<file path="config.mk">
export PLATFORM = sky130hd
export DESIGN_NAME = stagen_hazard_unit
export DESIGN_NICKNAME = d
export VERILOG_FILES = /design/src/rtl/stagen_hazard_unit.sv
export SDC_FILE = /design/constraint.sdc
export NUM_CORES = 1
export LEC_CHECK = 0
export BUFFER_PORTS_ARGS = -buffer_cell sky130_fd_sc_hd__buf_2
export CAP_MARGIN = 20
export CORE_MARGIN = 8
export CORE_UTILIZATION = 51
export CTS_CLUSTER_DIAMETER = 200
export DETAILED_ROUTE_END_ITERATION = 10
export HOLD_SLACK_MARGIN = 0.05
export PLACE_DENSITY = 0.85
export SYNTH_ARGS = -nofsm -noshare
export SYNTH_HDL_FRONTEND = slang
export SYNTH_SLANG_ARGS = --single-unit
</file>
<file path="constraint.sdc">
create_clock -name CLK -period 7.4 [get_ports CLK]
set_input_delay 1.11 -clock CLK [delete_from_list [all_inputs] [get_ports CLK]]
set_output_delay 1.11 -clock CLK [all_outputs]
set_load 0.05 [all_outputs]
</file>
<file path="src/rtl/stagen_hazard_unit.sv">
// Hazard and stall controller for an N-stage in-order RV32 pipeline.
// A shadow pipeline tracks in-flight destination registers. It is used to
// detect RAW and load-use hazards, drive per-stage stall/flush vectors and
// sequence trap/xRET redirects through a drain state machine.
module stagen_hazard_unit #(
    parameter int NUM_STAGES = 5,
    parameter int MEM_STAGE  = 3,
    parameter int FWD_EN     = 1
) (
    input  logic                  CLK,
    input  logic                  nRST,
    input  logic                  issue_valid,
    input  logic [4:0]            issue_rs1,
    input  logic [4:0]            issue_rs2,
    input  logic [4:0]            issue_rd,
    input  logic                  issue_reg_write,
    input  logic                  issue_is_load,
    input  logic                  i_mem_busy,
    input  logic                  d_mem_busy,
    input  logic                  mispredict,
    input  logic                  exception,
    input  logic                  ret,
    input  logic [31:0]           priv_pc_in,
    output logic                  pc_en,
    output logic                  npc_sel,
    output logic [NUM_STAGES-1:0] stall,
    output logic [NUM_STAGES-1:0] flush,
    output logic                  iren,
    output logic                  insert_priv_pc,
    output logic [31:0]           priv_pc,
    output logic [31:0]           hazard_cycles
);

    // Bits 0..MEM_STAGE set: the front of the pipe up to and including memory.
    localparam logic [NUM_STAGES-1:0] LOW_MASK =
        {NUM_STAGES{1'b1}} >> (NUM_STAGES - MEM_STAGE - 1);

    typedef enum logic [1:0] {
        ST_IDLE  = 2'd0,
        ST_DRAIN = 2'd1,
        ST_TRAP  = 2'd2
    } state_t;

    state_t state_q, state_d;

    logic [31:0] priv_pc_q, priv_pc_d;
    logic [31:0] hazard_cycles_q, hazard_cycles_d;

    // Shadow pipeline: one entry per stage 2..NUM_STAGES-1.
    logic [NUM_STAGES-1:2] sh_valid_q, sh_valid_d;
    logic [NUM_STAGES-1:2] sh_wen_q, sh_wen_d;
    logic [NUM_STAGES-1:2] sh_load_q, sh_load_d;
    logic [4:0]            sh_rd_q [NUM_STAGES-1:2];
    logic [4:0]            sh_rd_d [NUM_STAGES-1:2];

    logic [NUM_STAGES-1:2] src_hit;
    logic                  data_hazard;
    logic                  hazard_taken;

    // Per-stage source match. With bypassing only a load that has not yet
    // reached memory can still block. Without bypassing any pending write blocks.
    genvar gi;
    generate
        for (gi = 2; gi < NUM_STAGES; gi++) begin : g_match
            logic rd_live;
            logic kind_ok;
            assign rd_live = sh_valid_q[gi] && sh_wen_q[gi] && (sh_rd_q[gi] != 5'd0);
            assign kind_ok = (FWD_EN == 0) || (sh_load_q[gi] && (gi < MEM_STAGE));
            assign src_hit[gi] = rd_live && kind_ok &&
                                 ((sh_rd_q[gi] == issue_rs1) || (sh_rd_q[gi] == issue_rs2));
        end
    endgenerate

    assign data_hazard   = issue_valid && (|src_hit);
    assign priv_pc       = priv_pc_q;
    assign hazard_cycles = hazard_cycles_q;

    // Pipeline control outputs, resolved by a fixed priority chain.
    always_comb begin
        pc_en          = 1'b1;
        npc_sel        = 1'b0;
        stall          = '0;
        flush          = '0;
        iren           = 1'b1;
        insert_priv_pc = 1'b0;
        hazard_taken   = 1'b0;
        if (state_q == ST_DRAIN) begin
            stall = LOW_MASK;
            iren  = 1'b0;
            pc_en = 1'b0;
        end else if (state_q == ST_TRAP) begin
            flush          = LOW_MASK;
            insert_priv_pc = 1'b1;
            pc_en          = 1'b1;
        end else if (d_mem_busy) begin
            stall = LOW_MASK;
            pc_en = 1'b0;
        end else if (mispredict) begin
            // Stage 2 is never stalled here, so the branch itself advances.
            flush[1:0] = 2'b11;
            npc_sel    = 1'b1;
            pc_en      = 1'b1;
        end else if (data_hazard) begin
            stall[1:0]   = 2'b11;
            pc_en        = 1'b0;
            hazard_taken = 1'b1;
        end else if (i_mem_busy) begin
            stall[0] = 1'b1;
            flush[1] = 1'b1;
            pc_en    = 1'b0;
        end
    end

    // Shadow pipeline advance: hold when stalled, bubble behind a stall, clear on flush.
    always_comb begin
        sh_valid_d = sh_valid_q;
        sh_wen_d   = sh_wen_q;
        sh_load_d  = sh_load_q;
        sh_rd_d    = sh_rd_q;
        if (flush[2] || (!stall[2] && (stall[1] || flush[1] || !issue_valid))) begin
            sh_valid_d[2] = 1'b0;
            sh_wen_d[2]   = 1'b0;
            sh_load_d[2]  = 1'b0;
            sh_rd_d[2]    = 5'd0;
        end else if (!stall[2]) begin
            sh_valid_d[2] = 1'b1;
            sh_wen_d[2]   = issue_reg_write;
            sh_load_d[2]  = issue_is_load;
            sh_rd_d[2]    = issue_rd;
        end
        for (int k = 3; k < NUM_STAGES; k++) begin
            if (flush[k] || (!stall[k] && stall[k-1])) begin
                sh_valid_d[k] = 1'b0;
                sh_wen_d[k]   = 1'b0;
                sh_load_d[k]  = 1'b0;
                sh_rd_d[k]    = 5'd0;
            end else if (!stall[k]) begin
                sh_valid_d[k] = sh_valid_q[k-1];
                sh_wen_d[k]   = sh_wen_q[k-1];
                sh_load_d[k]  = sh_load_q[k-1];
                sh_rd_d[k]    = sh_rd_q[k-1];
            end
        end
    end

    // Redirect sequencing and the stall-cycle counter.
    always_comb begin
        state_d         = state_q;
        priv_pc_d       = priv_pc_q;
        hazard_cycles_d = hazard_cycles_q + 32'(hazard_taken);
        case (state_q)
            ST_IDLE: begin
                if (exception) begin
                    state_d   = ST_DRAIN;
                    priv_pc_d = priv_pc_in;
                end else if (ret) begin
                    state_d   = ST_DRAIN;
                    priv_pc_d = priv_pc_in;
                end
            end
            ST_DRAIN: begin
                if (!d_mem_busy && !i_mem_busy) begin
                    state_d = ST_TRAP;
                end
            end
            ST_TRAP: state_d = ST_IDLE;
            default: state_d = ST_IDLE;
        endcase
    end

    // State registers with asynchronous reset.
    always_ff @(posedge CLK or negedge nRST) begin
        if (!nRST) begin
            state_q         <= ST_IDLE;
            priv_pc_q       <= '0;
            hazard_cycles_q <= '0;
            sh_valid_q      <= '0;
            sh_wen_q        <= '0;
            sh_load_q       <= '0;
            for (int k = 2; k < NUM_STAGES; k++) begin
                sh_rd_q[k] <= '0;
            end
        end else begin
            state_q         <= state_d;
            priv_pc_q       <= priv_pc_d;
            hazard_cycles_q <= hazard_cycles_d;
            sh_valid_q      <= sh_valid_d;
            sh_wen_q        <= sh_wen_d;
            sh_load_q       <= sh_load_d;
            sh_rd_q         <= sh_rd_d;
        end
    end

endmodule

</file>
# After elaboration in Yosys (flattened, before gate mapping)
# Index checks and enable logic that the tools add are counted.
# word_totals
wordCells,80
regBits,74
in_bits,57
output_inout_bits,78
# op_classes
mux,45
n_eq_ne,7
addsub,1
reduce_logical,20
# op_table
operator,count
$mux W32,2
$add A32 B1 Y32,1
$mux W1,28
$mux W5,4
$mux W2,9
$eq A5 B5 Y1,2
$logic_and A1 B1 Y1,7
$reduce_bool A5 Y1,1
$logic_not A1 Y1,4
$logic_or A1 B1 Y1,4
$mux W4,1
$ne A2 B1 Y1 const B,2
$pmux W2 S2,1
$reduce_and A2 Y1,2
$ne A3 B3 Y1 const B,1
$eq A2 B1 Y1 const B,1
$eq A2 B2 Y1 const B,1
$logic_not A2 Y1,1
$reduce_bool A2 Y1,1

# Longest topological paths before layout
# depth
depth_word,15
mapped_depth,11
depth_no_buf,11

# Worst setup path before layout
# OpenSTA, ideal clock, no wires.
# synth_path
path_type,input port to output port
from,input port d_mem_busy
to,output port stall[0]
stages,3
n_path_buf,0
setup_slack_ns,3.271
t_arrival_ns,3.019
t_required_ns,6.290
cell_sequence,nand2b_1 o21ai_0 a31oi_1
# synth_between
elab_chain_len,3
# synth_rtl
element,line,text
start: declaration,19,"input logic d_mem_busy,"
$mux W2,95,end else if (d_mem_busy) begin
$mux W4,91,end else if (state_q == ST_TRAP) begin
$mux W5,87,if (state_q == ST_DRAIN) begin
end: declaration,26,"output logic [NUM_STAGES-1:0] stall,"
# No other way between the ends.

# Worst setup path in the final report
# layout_path
from,input port issue_rs1[0]
to,output port stall[0]
# layout_between
elab_chain_len,9
# layout_rtl
element,line,text
start: declaration,13,"input logic [4:0] issue_rs1,"
$eq A5 B5 Y1,70,((sh_rd_q[gi] == issue_rs1) || (sh_rd_q[gi] == issue_rs2));
$logic_or A1 B1 Y1,70,
$logic_and A1 B1 Y1,69,assign src_hit[gi] = rd_live && kind_ok &&
$logic_and A1 B1 Y1,74,assign data_hazard = issue_valid && (|src_hit);
$mux W1,103,end else if (data_hazard) begin
$mux W2,98,end else if (mispredict) begin
$mux W2,95,
$mux W4,91,
$mux W5,87,
# No other way between the ends.

==> impl_metrics.json <==
{
  "synthDistinctLibCells": 35,
  "antenna_found_initial": 0,
  "track_usage": 0.1707,
  "worstSetupStartpointType": "primary input",
  "p_sw_frac": 0.4411,
  "period_share": 0.4613,
  "setup_tns_ps": 0,
  "layoutNonFillerInstCount": 467,
  "crit_chain": "buf_2 -> xnor2_1 -> nand3_1 -> o22ai_1 -> nand2_1 -> a31oi_1 -> buf_2",
  "syn_avg_cell_area_sq_um": 12.88,
  "drc": 0,
  "place_inst": 452,
  "hold_violations": 0,
  "diodes": 0,
  "overflow": 0,
  "cts_inserted_buffers": 9,
  "fmax_mhz": 292.9,
  "drtIter0Drc": 29,
  "power_frac_clock": 0.212,
  "final_cell_mix": "buf_2 (132), dfrtp_1 (74), xnor2_1 (32), mux2_2 (32), nand2_1 (16)",
  "setup_viol": 0,
  "multi_input_area_sq_um": 1279,
  "drt-pass1-iter-count": 4,
  "ys_ff_latch": 74,
  "dieArea_sq_um": 9049,
  "area_growth_pct": 29.90,
  "fillCellCount": 477,
  "path_common_cell": "buf_2",
  "place_congestion": 0.8133,
  "cpPeakStageDelay_ps": 290,
  "grt_pass1_vias": 2492,
  "dr_total_vias": 2367,
  "slew_viol_final": 0,
  "portBuffers": 132,
  "arrival_ps": 2300,
  "finalCriticalPeriod_ps": 3414,
  "path_max_fanout": 3,
  "critPathSlowestCell": "buf_2",
  "syn-cell-area_sq_um": 3193,
  "hold_buffers": 0,
  "cts_buffer_depth": 2,
  "layout.nets": 445,
  "wl_per_cell_microns": 15.99,
  "p_comb_frac": 0.449,
  "rsz0062_at_grt": "no",
  "grt_pass1_wl_microns": 12090,
  "cp_num_buf_inv": 2,
  "ir_drop_mv": 0.3033,
  "start_util": 0.5146,
  "leakagePower_nw": 2.183,
  "rows": 29,
  "routed_via_density": 5.069,
  "die_h_microns": 95.13,
  "cap_violations": 0,
  "yosys_warnings": 0,
  "mostFrequentLayoutCell": "buf_2",
  "p_int_w": 0.0009149,
  "status": "finished clean",
  "routed_wl_microns": 7466,
  "clock_skew_ps": 10.43,
  "hp-class": "register to register",
  "worst_pin_slew_ps": 907.3,
  "cts_setup_buffers": 0,
  "cts.sinks": 74,
  "syn_inst": 248,
  "regArea_sq_um": 1852,
  "power_switching_w": 0.0007221,
  "clk_pin_slew_ps": 70,
  "cts_resized": 0,
  "root_buffer": "clkbuf_8",
  "powerDensity_nw_per_um2": 394.7,
  "ys_seq_area_frac": 0.5799,
  "critical_path_class": "primary input to output pin",
  "grt_max_degree": 75,
  "dp_hpwl_microns": 5779,
  "crit_required_ps": 6290,
  "layout-drive-gt1-share": 0.4872,
  "ios": 135,
  "postRouteAntennaNets": 0,
  "core-area_sq_um": 6205,
  "power_frac_seq": 0.339,
  "h-tree-depth": 3,
  "die_x_microns": 95.13,
  "cp-end-kind": "output pin",
  "cpLargestDelayFamily": "compound AO/OA/AOI/OAI gates",
  "cts_tree": "done",
  "clock_latency_ps": 330,
  "slew_headroom": 0.3951
}
==> per-stage QoR <==
step / instance area (sq um) / util / setup slack [ps] / total power, W / hold slack [ps]
finish: 4148 / 0.6685 / 3986 / 0.001637 / 482.8
global route: 4148 / 0.6685 / 3782 / 0.001709 / 508.9
CTS: 4148 / 0.6685 / 3989 / 0.001656 / 484.3
detailed placement: 3921 / 0.6320 / 3795 / 0.001306 / 469.6
global placement: 3921 / 0.6320 / 3985 / 0.001294 / 468.3
floorplan: 3197 / - / 3271 / 0.001134 / 450.4
==> worst paths after layout <==
check,start,end,slack [ps],cells after the start
max in group asynchronous,nRST,hazard_cycles[28],5820,2
worst min-delay path,hazard_cycles[27],hazard_cycles[27],480,1
worst max-delay path,issue_rs1[0],stall[0],3990,7
worst min register to register,hazard_cycles[27],hazard_cycles[27],480,1
worst max register to register,sh_rd_q[0],hazard_cycles[14],4540,11
min in group asynchronous,nRST,sh_rd_q[0],970,2
==> Yosys cell counts <==
cell type,number,area share
nor2_1,7,0.0082
nand2_1,16,0.019
inv_1,4,0.0047
o311a_1,1,0.0031
or3_4,1,0.0035
a31oi_1,1,0.0020
o22ai_1,1,0.0020
or2_2,1,0.0020
ha_1,2,0.0078
nand4_4,1,0.0067
a21o_1,1,0.0024
and4_1,1,0.0027
dfrtp_1,74,0.58
nor3b_1,1,0.0024
xnor2_1,32,0.088
mux2_2,32,0.11
nor2b_1,2,0.0039
nor3_4,1,0.0051
nor3_2,1,0.0031
xor2_1,8,0.022
o21ai_0,1,0.0016
a31o_2,1,0.0027
buf_4,5,0.012
clkinv_1,1,0.0012
nand4_1,6,0.012
nor3_1,6,0.0094
buf_2,3,0.0047
a21oi_1,3,0.0047
a22o_1,7,0.019
conb_1,1,0.0012
o21bai_1,1,0.0024
nand4_2,2,0.0078
and3_1,10,0.020
nand2b_1,2,0.0039
nand3_1,11,0.017
==> power groups by stage <==
stage	clock (W)	combinational, W	sequential (W)
after floorplan	0	0.000253	0.000881
after global placement	0	0.000737	0.000558
after detailed placement	0	0.000742	0.000564
after CTS	0.000357	0.000744	0.000556
after global routing	0.000373	0.000766	0.000570
final	0.000347	0.000735	0.000555
==> registers in the layout, indices dropped and copies added (netlist names) <==
signal and count:
hazard_cycles 32, priv_pc 32, sh_rd_q 5, state_q 2
sh_load_q 1, sh_valid_q 1, sh_wen_q 1
==> routing by layer <==
| metal | track usage | share of wire | vias up |
|---|---|---|---|
| li1 | - | - | 1141 |
| met1 | 0.1976 | 0.40 | 1111 |
| met2 | 0.2865 | 0.48 | 96 |
| met3 | 0.04646 | 0.083 | 19 |
| met4 | 0.08322 | 0.028 | 0 |
| met5 | 0 | 0 | - |
==> layout make-up <==
| cell class | instances | share of cell area |
|---|---|---|
| Timing Repair Buffer | 134 | 0.1629 |
| Clock inverter | 4 | 0.01810 |
| Multi-Input combinational cell | 162 | 0.3083 |
| Clock buffer | 11 | 0.03650 |
| Tap cell | 77 | 0.02323 |
| Sequential cell | 74 | 0.4465 |
| Inverter | 5 | 0.004525 |
==> cell families (layout without fill, tap and decap cells) <==
logic type	Yosys count	after routing	synth area share
AO/OA/AOI/OAI	17	17	0.03997
flip-flops	74	74	0.5799
buffers and inverters	13	154	0.02233
adder cells (fa/ha/maj)	2	2	0.007836
other	1	2	0.001174
XOR/XNOR	40	40	0.1097
AND/OR/NAND/NOR	69	69	0.1262
multiplexers	32	32	0.1129
Note: power is estimated with default switching activity, not from simulation.
